===== config.mk =====
export PLATFORM = sky130hd
export DESIGN_NAME = matrix_pattern_gen
export DESIGN_NICKNAME = d
export VERILOG_FILES = /design/src/rtl/matrix_pkg.sv /design/src/rtl/tick_prescaler.sv /design/src/rtl/matrix_pattern_gen.sv
export SDC_FILE = /design/constraint.sdc
export NUM_CORES = 1
export LEC_CHECK = 0
export ABC_CLOCK_PERIOD_IN_PS = 2750
export CORE_MARGIN = 2
export CORE_UTILIZATION = 40
export DETAILED_ROUTE_END_ITERATION = 7
export GPL_TIMING_DRIVEN = 0
export PLACE_DENSITY = 0.77
export SYNTH_ARGS = -nofsm -noshare
export SYNTH_HDL_FRONTEND = slang
export SYNTH_HIERARCHICAL = 1
export SYNTH_SLANG_ARGS = --single-unit
export TNS_END_PERCENT = 50

===== constraint.sdc =====
create_clock -name clk -period 2.75 [get_ports clk]
set_clock_uncertainty 0.15 [all_clocks]
set_input_delay 0.6875 -clock clk [delete_from_list [all_inputs] [get_ports clk]]
set_output_delay 0.6875 -clock clk [all_outputs]
set_load 0.03 [all_outputs]

===== src/rtl/matrix_pkg.sv =====
// Shared types and helpers for the dot-matrix picture source.
// Latency: n/a (types, constants and a pure function only).
// Backpressure: n/a.
package matrix_pkg;

  typedef enum logic [1:0] {
    MODE_OFF    = 2'd0,
    MODE_NORMAL = 2'd1,
    MODE_WARN   = 2'd2,
    MODE_ALARM  = 2'd3
  } mode_e;

  localparam logic [7:0] WAVE_EVEN = 8'hAA;
  localparam logic [7:0] WAVE_ODD  = 8'h55;
  localparam logic [3:0] MAX_LEVEL = 4'd8;

  // Clamp a raw fill level into 0..MAX_LEVEL.
  function automatic logic [3:0] sat_level(input logic [3:0] lvl);
    return (lvl > MAX_LEVEL) ? MAX_LEVEL : lvl;
  endfunction

  // Solid bar: the bottom Ls rows (highest bytes) set to all-ones.
  function automatic logic [63:0] bar_mask(input logic [3:0] lvl);
    logic [3:0] ls;
    logic [6:0] sh;
    ls = sat_level(lvl);
    sh = 7'd64 - {ls, 3'b000};
    if (ls == 4'd0) return 64'd0;
    return {64{1'b1}} << sh;
  endfunction

endpackage


===== src/rtl/tick_prescaler.sv =====
// Divides clk into a one-cycle step strobe every TICK_DIV cycles.
// Latency: first step on the TICK_DIV-th rising edge after reset release.
// Backpressure: none; free-running. Ports: clk, rst_n in; step out.
module tick_prescaler #(
  parameter int TICK_DIV = 25_000,
  parameter int CNT_W    = $clog2(TICK_DIV) + 1
) (
  input  logic clk,
  input  logic rst_n,
  output logic step
);

  localparam logic [CNT_W-1:0] LAST = CNT_W'(TICK_DIV - 1);

  logic [CNT_W-1:0] cnt;

  // step is combinational so the consumer sees it on the same edge the
  // counter wraps; with TICK_DIV = 1 cnt sits at 0 and step is always high.
  assign step = (cnt == LAST);

  always_ff @(posedge clk or negedge rst_n) begin
    if (!rst_n) begin
      cnt <= '0;
    end else if (step) begin
      cnt <= '0;
    end else begin
      cnt <= cnt + CNT_W'(1);
    end
  end

endmodule


===== src/rtl/matrix_pattern_gen.sv =====
// Animated 8x8 red/green picture source: water-level bar with a wave crest.
// Latency: pictures and frame_tick update on the step edge, held until next step.
// Backpressure: none; the scanner just reads a frame that is stable between steps.
// Ports: clk, rst_n; level[3:0] (saturates at 8), mode[1:0];
//        picture_r/picture_g[63:0] (byte k = row k, row 0 top); frame_tick.
module matrix_pattern_gen
  import matrix_pkg::*;
#(
  parameter int TICK_DIV = 25_000,
  parameter int CNT_W    = $clog2(TICK_DIV) + 1
) (
  input  logic        clk,
  input  logic        rst_n,
  input  logic [3:0]  level,
  input  logic [1:0]  mode,
  output logic [63:0] picture_r,
  output logic [63:0] picture_g,
  output logic        frame_tick
);

  logic        step;
  mode_e       mode_in;
  mode_e       mode_q;
  mode_e       mode_nxt;
  logic [2:0]  phase_q;
  logic [2:0]  phase_nxt;
  logic [2:0]  phase_use;
  logic [3:0]  ls;
  logic [2:0]  row_idx;
  logic [63:0] mask;
  logic [63:0] wavebar;
  logic [63:0] pic_r_nxt;
  logic [63:0] pic_g_nxt;

  tick_prescaler #(
    .TICK_DIV (TICK_DIV),
    .CNT_W    (CNT_W)
  ) u_prescaler (
    .clk   (clk),
    .rst_n (rst_n),
    .step  (step)
  );

  always_comb begin
    mode_in   = mode_e'(mode);
    ls        = sat_level(level);
    mask      = bar_mask(level);
    // A mode change restarts the animation from phase 0.
    phase_use = (mode_in != mode_q) ? 3'd0 : phase_q;
    // Top lit row sits at byte 8-Ls; truncation of 8 for Ls=0 is harmless
    // because the crest is only inserted when the bar is non-empty.
    row_idx   = 3'(MAX_LEVEL - ls);

    wavebar = mask;
    if (ls != 4'd0) begin
      wavebar[{row_idx, 3'b000} +: 8] = phase_use[0] ? WAVE_ODD : WAVE_EVEN;
    end

    pic_r_nxt = 64'd0;
    pic_g_nxt = 64'd0;
    case (mode_in)
      MODE_NORMAL: pic_g_nxt = wavebar;
      MODE_WARN: begin
        pic_r_nxt = wavebar;
        pic_g_nxt = wavebar;
      end
      MODE_ALARM:  pic_r_nxt = phase_use[0] ? 64'd0 : mask;
      default: ;
    endcase

    mode_nxt  = mode_q;
    phase_nxt = phase_q;
    if (step) begin
      mode_nxt  = mode_in;
      phase_nxt = phase_use + 3'd1;
    end
  end

  always_ff @(posedge clk or negedge rst_n) begin
    if (!rst_n) begin
      mode_q     <= MODE_OFF;
      phase_q    <= 3'd0;
      picture_r  <= 64'd0;
      picture_g  <= 64'd0;
      frame_tick <= 1'b0;
    end else begin
      mode_q     <= mode_nxt;
      phase_q    <= phase_nxt;
      frame_tick <= step;
      if (step) begin
        picture_r <= pic_r_nxt;
        picture_g <= pic_g_nxt;
      end
    end
  end

endmodule

# --- Word-level counts from Yosys, hierarchy flattened ---
# Cells that the tools add are included.
classes:
  shift: 3
  mux: 12
  mul: 0
  n_eq_ne: 5
  addsub: 5
  bitwise: 0
  div: 0
  reduce_logical: 3
  magnitude_cmp: 1
op_table:
  columns: ["operator", "count"]
  rows:
  - ["$mux 64", 5]
  - ["$pmux 64 s2", 1]
  - ["$bwmux 64", 1]
  - ["$shift 8x8->64 const A", 1]
  - ["$shiftx 8x8->64", 1]
  - ["$shl 64x7->64 const A", 1]
  - ["$add 16x1->16 const B", 1]
  - ["$eq 16x15->1 const B", 1]
  - ["$mux 16", 1]
  - ["$mux 8", 1]
  - ["$neg 6->8", 1]
  - ["$sub 7x7->7 const A", 1]
  - ["$eq 2x2->1 const B", 2]
  - ["$gt 4x4->1 const B", 1]
  - ["$logic_not 4->1", 1]
  - ["$mux 4", 1]
  - ["$reduce_bool 4->1", 1]
  - ["$add 3x1->3 const B", 1]
  - ["$mux 3", 1]
  - ["$sub 1x3->3 const A", 1]
  - ["$eq 2x1->1 const B", 1]
  - ["$ne 2x2->1", 1]
  - ["$reduce_or 2->1", 1]
  - ["$mux 1", 1]
word_totals:
  memories: 0
  latch_bits: 0
  register_bits: 150
  wordCells: 35
  mem_bits_rw: 0
  romBits: 0
  out_inout_bits: 129
  in_bits: 8

# --- Longest topological paths before layout ---
# Gate-level depths: netlist of run 1.
logic_depth:
  word_depth: 8
  mapped_depth: 9
  depth_no_buf: 8

# --- Modules after synthesis ---
# Netlist of run 1, hierarchy kept.
by_module_without_submodules:
  columns: ["module", "n_inst", "cells_each", "seq_area_each_um2", "area_per_inst_um2"]
  rows:
  - ["matrix_pattern_gen", 1, 323, 900.9, 2827.7]
  - ["tick_prescaler", 1, 66, 400.4, 744.5]

# --- Worst setup path after synthesis of run 1 ---
# No wires, ideal clock.
synth_path:
  kind: "register to register"
  from: "reg u_prescaler.cnt[6]"
  to: "reg mode_q[0]"
  period_less_slack_ns: 2.587
  setup_time_ns: 0.125
  required_ns: 2.475
  path_buffers: 2
  slack_ns: 0.163
  stages_incl_launch_ff: 6
  arrival_ns: 2.312
  path_cell_list: "dfrtp_1 > or4_4 > nor4_4 > clkbuf_1 > buf_1 > mux2_2"
synth_via:
  elab_chain_len: 1
synth_lines:
  columns: ["item", "line_no", "text"]
  rows:
  - ["from (decl)", "tick_prescaler.sv:15", "logic [CNT_W-1:0] cnt;"]
  - ["from (signal assigned)", "tick_prescaler.sv:27", "cnt <= cnt + CNT_W'(1);"]
  - ["$eq 16x15->1", "tick_prescaler.sv:19", "assign step = (cnt == LAST);"]
  - ["named net step", "matrix_pattern_gen.sv:21", "logic step;"]
  - ["to (signal assigned)", "matrix_pattern_gen.sv:87", "mode_q <= mode_nxt;"]
  - ["to (decl)", "matrix_pattern_gen.sv:23", "mode_e mode_q;"]
# The timed path passes the listed nets, and every way through them passes these cells.
# A chain may end at the register's enable or synchronous reset.

# --- Worst setup path in the final report of run 1 ---
layout_path:
  from: "in level[3]"
  to: "reg picture_r[23]"
layout_via:
  elab_chain_len: 8
  elab_cells_between_ends: 16
  cone_classes: "add/sub (3); order compare (1); shift (3); mux (7); reduce/logical (2)"
layout_lines:
  columns: ["item", "line_no", "text"]
  rows:
  - ["from (decl)", "matrix_pattern_gen.sv:14", "input logic [3:0] level,"]
  - ["$gt 4x4->1", "matrix_pkg.sv:19", "return (lvl > MAX_LEVEL) ? MAX_LEVEL : lvl;"]
  - ["$mux 4 *", "matrix_pkg.sv:19", null]
  - ["$sub 7x7->7, or another cell as far along", "matrix_pkg.sv:27", "sh = 7'd64 - {ls, 3'b000};"]
  - ["$shl 64x7->64, or another cell as far along", "matrix_pkg.sv:29", "return {64{1'b1}} << sh;"]
  - ["$mux 64, or another cell as far along", "matrix_pkg.sv:29", null]
  - ["$bwmux 64", "matrix_pattern_gen.sv:56", "wavebar[{row_idx, 3'b000} +: 8] = phase_use[0] ? WAVE_ODD : WAVE_EVEN;"]
  - ["$mux 64", "matrix_pattern_gen.sv:55", "if (ls != 4'd0) begin"]
  - ["$pmux 64 s2 *", "matrix_pattern_gen.sv:61", "case (mode_in)"]
  - ["to (signal assigned)", "matrix_pattern_gen.sv:91", "picture_r <= pic_r_nxt;"]
  - ["to (decl)", "matrix_pattern_gen.sv:16", "output logic [63:0] picture_r,"]
# Every way passes the cells marked *; elsewhere a longest branch is shown, timed or not.

==> impl_results.md, run 1 <==
* Status: finished clean
* Setup WS post-layout at ~0.089 ns
* Total CTS buffers at 5
* Gate power share at 18.8%
* Die area at about 9700 um2
* Site Rows at 34
* Worst Setup Path Type: in2reg
* CTS clock-pin slew for the worst setup and hold paths at around 0.09 ns
* Final net count at 551
* Most frequent cell after synthesis: buf_4
* CTS max path bufs at 2
* Layout fillers at 766
* Largest net degree at the start of global routing at 28
* Synth cell types at 54
* Worst slew pin tran at slightly above 0.6 ns
* Worst setup SP type: primary input
* Crit path DAT at 2.68 ns
* Initial Utilization at between 40% and 50%
* DR iter-0 viols at approximately 340
* DR pass1 iterations at 5
* DP Area at roughly 5000 um2
* CTS sink cnt at 52
* Pins Over Slew Limit at 0
* Place WS at -0.861 ns
* Die width at a little under 100 um
* Max Fclk at 376 MHz
* IR drop worst, VDD at between 200 and 250 uV
* P_sw at about 0.4 mW
* Final wirelength at between 9 and 10 mm
* Via density at 5.03
* Flops & latches, synth at 52
* Pleak at between 2 and 2.5 nW
* Antenna Cells at 0
* Post-Layout Cell Count at between 600 and 700
* Post-synth EDFFs at 0
* Via count at between 3000 and 4000
* Internal power at 1.05 mW
* Synth Area in Adders at 3.15%
* Post-Synth XOR/XNOR Area at 3.92%
* Tmin final at 2.66 ns
* Critical Path End Type: register
* Synth cell count leaders: 96 x buf_4, 52 x dfrtp_1, 26 x nand2_1, 25 x a21oi_1, 18 x nor2_1
* Multiplexer share of the synthesized area at 0.630%
* Synthesized Nets at 406
* CP max FO at 10
* Period Utilization, post-route at a little under 100%
* Ys async rst share at 100%
* All-Layer GR Usage at 18.9%
* Dpl cells at ~630
* Synth top area share at a little over a third
* Worst hold path class: in2async
* Gr ovfl total at 0
* Root buf cell: clkbuf_8
* Synth Cell Area at around 3600 um2
* # IOs at about 140
* Initial antenna violation count at 0
* First-pass GRT wire length at about 15 mm
* Routability cong. at 0.898
* DRT antenna net count at 0
* Post-route cell area at 5230 um2
* Gate Count Post-Synth at between 300 and 400
* CTS H-tree lvls at 2
* Hpwl dp at 7.24 mm
* Chip height at around 100 um
* CP Data Required Time at roughly 2.8 ns
* Synth warn at 6
* DRC at 0
* Dominant cells by area after synthesis: dfrtp_1 36%, buf_4 20%, a21oi_1 3.5%
* Vias in the first global route at around 3100
* Max-Cap Viols at 0
* Sw Share at roughly 28%
* CTS tree: yes
* Sequential power share at between 50% and 60%
* Syn avg cell area at between 9 and 10 um2
* Avg WL per Cell at about 14 um
* Register area share after synthesis at between 30% and 40%
* Largest family of logic cells by synthesized area: buffers and inverters
* Cell taking the most area after synthesis: dfrtp_1
* Clk network pwr share at 27.7%
* Max transition margin at between 50% and 60%
* RSZ-0062 raised after global routing: no
* Setup tns final at 0 ns
* Hold Violations, Final at 0
* Most used flip-flop cell after synthesis: dfrtp_1
* Complex-gate fraction of the synthesized area at 15.9%
* Pwr per Cell Area at 277 nW/um2
* IO buf count at about 140
* Final number of setup-violating endpoints at 0
* Ratio of cells with drive above 1 in the final layout at between 20% and 30%
* Area grow syn2layout at 46.4%
* Simple-Gate Fraction of Synth Area at between 10% and 20%
* Clk_lat worst skew at roughly 0.3 ns
* Core Region at 8680 um2
==> what timing repair did <==
| item | 4_1_cts | 5_1_grt |
|---|---|---|
| hold buffers | 0 | 0 |
| cloned | 0 | 0 |
| buffers inserted | 1 | 0 |
| pin swaps | 2 | 1 |
| gates resized for setup | 14 | 7 |
| setup endpoints to repair | 35 | 12 |
==> worst paths after layout <==
check	from	endpoint	slack, ns	depth (start not counted)
min in group clk	u_prescaler/cnt[0]$_DFF_PN0_	u_prescaler/cnt[0]$_DFF_PN0_	0.32	1
hold / removal	rst_n	picture_r[62]$_DFFE_PN0P_	0.24	1
setup reg to reg	u_prescaler/cnt[9]$_DFF_PN0_	picture_g[55]$_DFFE_PN0P_	0.21	6
hold reg to reg	u_prescaler/cnt[0]$_DFF_PN0_	u_prescaler/cnt[0]$_DFF_PN0_	0.32	1
max in group asynchronous	rst_n	picture_g[46]$_DFFE_PN0P_	1.67	2
setup / recovery	level[3]	picture_r[23]$_DFFE_PN0P_	0.09	9
==> layer usage <==
metal  vias to the layer above  GRT usage, %  routed length (um)
met2                       141          33.5                4710
met3                        11          4.75                 727
met4                         0          3.79                  70
li1                       1547             -                   -
met5                         -             0                   0
met1                      1530          23.5                3540
==> cells by family (layout without fill, tap and decap cells) <==
family / Yosys count / in the layout
simple gates: 105 / 105
mux: 2 / 2
flops: 52 / 52
buf+inv: 122 / 267
xor+xnor: 16 / 16
fa+ha+maj: 9 / 9
compound gates: 83 / 83
==> cells in the final DEF (no fill, tap or decap), types with 4 or more instances in the layout <==
cell / netlist / final
o221ai_1: 6 / 6
nor3_1: 8 / 8
and4_1: 5 / 5
dfrtp_1: 52 / 52
nor2b_1: 5 / 4
xnor2_1: 9 / 9
o2bb2ai_1: 12 / 12
nand3b_1: 4 / 4
ha_1: 9 / 9
a21oi_1: 25 / 25
o21ai_0: 16 / 16
clkdlybuf4s50_1: 0 / 132
clkbuf_8: 0 / 5
clkbuf_1: 5 / 4
nand3_1: 10 / 10
a31oi_1: 4 / 4
xor2_1: 7 / 6
inv_1: 13 / 13
nand2_1: 26 / 26
nor2_1: 18 / 18
buf_4: 96 / 98
buf_2: 7 / 7
==> worst max-delay path: stages <==
cell and delay, ns:
dlygate4sd2_1 0.31, nand2b_4 0.22, ha_1 0.32, clkbuf_4 0.22, nor3_4 0.06, nor3_1 0.33, o31ai_1 0.13, a31oi_1 0.29
a211oi_1 0.13
==> sequential cells by signal (all words and copies together) (netlist names) <==
register / count
frame_tick: 1
mode_q: 2
phase_q: 1
picture_g: 16
picture_r: 16
u_prescaler/cnt: 16
==> through the flow <==
stage,utilization (%),power (mW),hold slack [ns]
2_1_floorplan,-,0.950,0.242
3_3_place_gp,58.4,1.04,0.296
3_5_place_dp,58.6,1.05,0.308
4_1_cts,59.9,1.45,0.254
5_1_grt,60.3,1.52,0.282
6_report,60.3,1.45,0.242
==> power groups by stage <==
stage               clock network [mW]  registers [mW]  logic [mW]
global placement                     0           0.790       0.251
global route                     0.448           0.776       0.292
detailed placement                   0           0.790       0.258
floorplan                            0           0.798       0.152
finish                           0.401           0.774       0.272
CTS                              0.416           0.775       0.264
==> area by class of cell <==
type	count	area (um2)	share of cell area, %
multi-input combinational	215	1500	28.7
timing repair buffer	138	1380	26.3
sequential	52	1300	24.9
buffer	109	790	15.1
tap	108	135	2.58
clock buffer	6	72.6	1.39
inverter	13	48.8	0.933
clock inverter	1	5.00	0.0957
Power figures use the tool's default switching activity.
==> run 2, diff against run 1 <==
--- a/config.mk
+++ b/config.mk
@@ -6,8 +6,9 @@
 export NUM_CORES = 1
 export LEC_CHECK = 0
 export ABC_CLOCK_PERIOD_IN_PS = 2750
-export CORE_MARGIN = 2
+export CORE_MARGIN = 5
 export CORE_UTILIZATION = 40
+export CTS_BUF_LIST = sky130_fd_sc_hd__clkbuf_16
 export DETAILED_ROUTE_END_ITERATION = 7
 export GPL_TIMING_DRIVEN = 0
 export PLACE_DENSITY = 0.77
==> run 2 against run 1 <==
Compared with the run above:
- die area grew 13%
- sequential share of layout area decreased by 0.23 points
- critical endpoint is now picture_g[55]$_DFFE_PN0P_
- largest power group unchanged
- via count decreased by 2.0%
- highest routed layer unchanged
==> impl_results.md, run 2 (synthesized netlist as in run 1, its figures left out) <==
* Worst hold path class: in2async
* Final number of setup-violating endpoints at 0 (unchanged)
* DP Area at 5090 um2 (+0.15%)
* Pleak at 2.38 nW (+0.95%)
* All-Layer GR Usage at 16.4% (-2.6 points)
* Antenna Cells at 0 (unchanged)
* Core Region at 8720 um2 (+0.49%)
* Worst setup SP type: register
* DRT antenna net count at 0 (unchanged)
* # IOs at 137 (unchanged)
* Vias in the first global route at 3180 (+2.3%)
* Most frequent cells in the layout: 132 x clkdlybuf4s50_1, 98 x buf_4, 52 x dfrtp_1
* Setup WS post-layout at 0.179 ns (+0.0898 ns)
* Max-Cap Viols at 0 (unchanged)
* Period Utilization, post-route at 93.5% (-3.3 points)
* Area grow syn2layout at 47.7%
* Critical Path End Type: register
* Final wirelength at 9.05 mm (about the same)
* Critical path origin: u_prescaler/cnt[9]$_DFF_PN0_
* Die area at 10900 um2 (+13%)
* DR pass1 iterations at 4 (-1)
* RSZ-0062 raised after global routing: no
* Gr ovfl total at 0 (unchanged)
* Worst slew pin tran at 0.617 ns (-0.00680 ns)
* Status: finished clean
* IR drop worst, VDD at 283 uV (+26%)
* CTS max path bufs at 2 (unchanged)
* IO buf count at 136 (unchanged)
* Cts hold-fix bufs at 0 (unchanged)
* Routability cong. at 0.869 (-3.2%)
* Via density at 4.92 (-2.1%)
* First-pass GRT wire length at 15.3 mm (about the same)
* Crit path DAT at 2.63 ns (-0.05 ns)
* Post-route cell area at 5280 um2 (+0.93%)
* DRC at 0 (unchanged)
* Initial antenna violation count at 0 (unchanged)
* Worst r2r src: u_prescaler/cnt[9]$_DFF_PN0_
* Commonest non-fill, non-tap cell in the layout: clkdlybuf4s50_1
* CTS H-tree lvls at 2 (unchanged)
* Smallest hold slack at 0.264 ns (+0.0214 ns)
* Post-Layout Cell Count at 643 (+0.16%)
* Ratio of cells with drive above 1 in the final layout at 24.9% (-0.23 points)
* Top Registers: picture_g (16), picture_r (16), u_prescaler/cnt (16)
* DR iter-0 viols at 216 (-37%)
* Worst Setup Path Type: reg2reg
* Dpl cells at 634 (unchanged)
* Initial Utilization at 41.0% (-0.20 points)
* Max Fclk at 389 MHz (+3.5%)
* CP Data Required Time at 2.81 ns (+0.04 ns)
* CTS tree: yes
* Tot Pwr at 1.62 mW (+12%)
* CP max FO at 10 (unchanged)
* CTS clock-pin slew for the worst setup and hold paths at 0.06 ns (-0.03 ns)
* Setup tns final at 0 ns (unchanged)
* Site Rows at 34 (unchanged)
* Final core occ at 60.5% (+0.27 points)
* Pins Over Slew Limit at 0 (unchanged)
* Tmin final at 2.57 ns (-0.0898 ns)
* Largest net degree at the start of global routing at 28 (unchanged)
* CTS sink cnt at 52 (unchanged)
* Final net count at 552 (+0.18%)
* Max transition margin at 58.9% (+0.84 points)
* Clk_lat worst skew at 0.29 ns (about the same)
* Root buf cell: clkbuf_16
* Avg WL per Cell at 14.1 um (-0.18%)
* Chip height at 105 um (+6.1%)
* Via count at 3166 (-2.0%)
* Die width at 105 um (+6.1%)
* Total CTS buffers at 5 (unchanged)
* Place WS at -0.770 ns (+0.0910 ns)
* Hold Violations, Final at 0 (unchanged)
* Hpwl dp at 7.28 mm (+0.58%)
* Pwr per Cell Area at 308 nW/um2 (+11%)
run 2: cell types whose count changed in the layout (fill, tap and decap cells not counted), sizes merged:
cell | previous run | this run
clkinv | 1 | 2
clkbuf | 13 | 14
dlygate4sd2 | 2 | 1
run 2: worst max-delay path: stages, from the launching register on:
cell,delay [ns]
dfrtp_1,0.44
or4_1,0.58
nor4_4,0.31
clkbuf_2,0.28
nand2b_1,0.24
nand2b_1,0.30
o2bb2ai_1,0.18
run 2: metal layers:
| layer | vias to the layer above | global-route usage, % | wire (um) |
|---|---|---|---|
| li1 | 1551 | - | - |
| met4 | 0 | 3.98 | 59 |
| met3 | 9 | 4.35 | 689 |
| met1 | 1490 | 19.9 | 3680 |
| met2 | 116 | 28.7 | 4620 |
| met5 | - | 0 | 0 |
run 2: area by class of cell:
type                            count  area (um2)
Fill cell                         738        3440
Multi-Input combinational cell    215        1480
Timing Repair Buffer              139        1390
Sequential cell                    52        1300
Buffer                            109         790
Tap cell                          108         135
Clock buffer                        5         125
Inverter                           13        48.8
Clock inverter                      2        7.51
run 2: path summary, 6_finish.rpt:
check                                                     end  slack (ns)  cells after the start
worst max register to register      picture_g[55]$_DFFE_PN0P_        0.18                      6
worst min register to register   u_prescaler/cnt[0]$_DFF_PN0_        0.31                      1
max in group asynchronous           picture_r[47]$_DFFE_PN0P_        1.66                      2
worst max-delay path                picture_g[55]$_DFFE_PN0P_        0.18                      6
min in group clk                 u_prescaler/cnt[0]$_DFF_PN0_        0.31                      1
worst min-delay path            u_prescaler/cnt[10]$_DFF_PN0_        0.26                      1
run 2: report_power, final:
part           total, mW  leakage (nW)  internal, mW  switching [mW]
registers          0.775         0.649         0.769         0.00586
clock network      0.580        0.0648         0.326           0.254
logic              0.268          1.66         0.107           0.161
run 2: repair_timing:
action	4_1_cts	5_1_grt
setup buffers	2	0
gates resized for setup	11	10
pin swaps	3	0
gates cloned	0	0
setup endpoints to repair	35	31
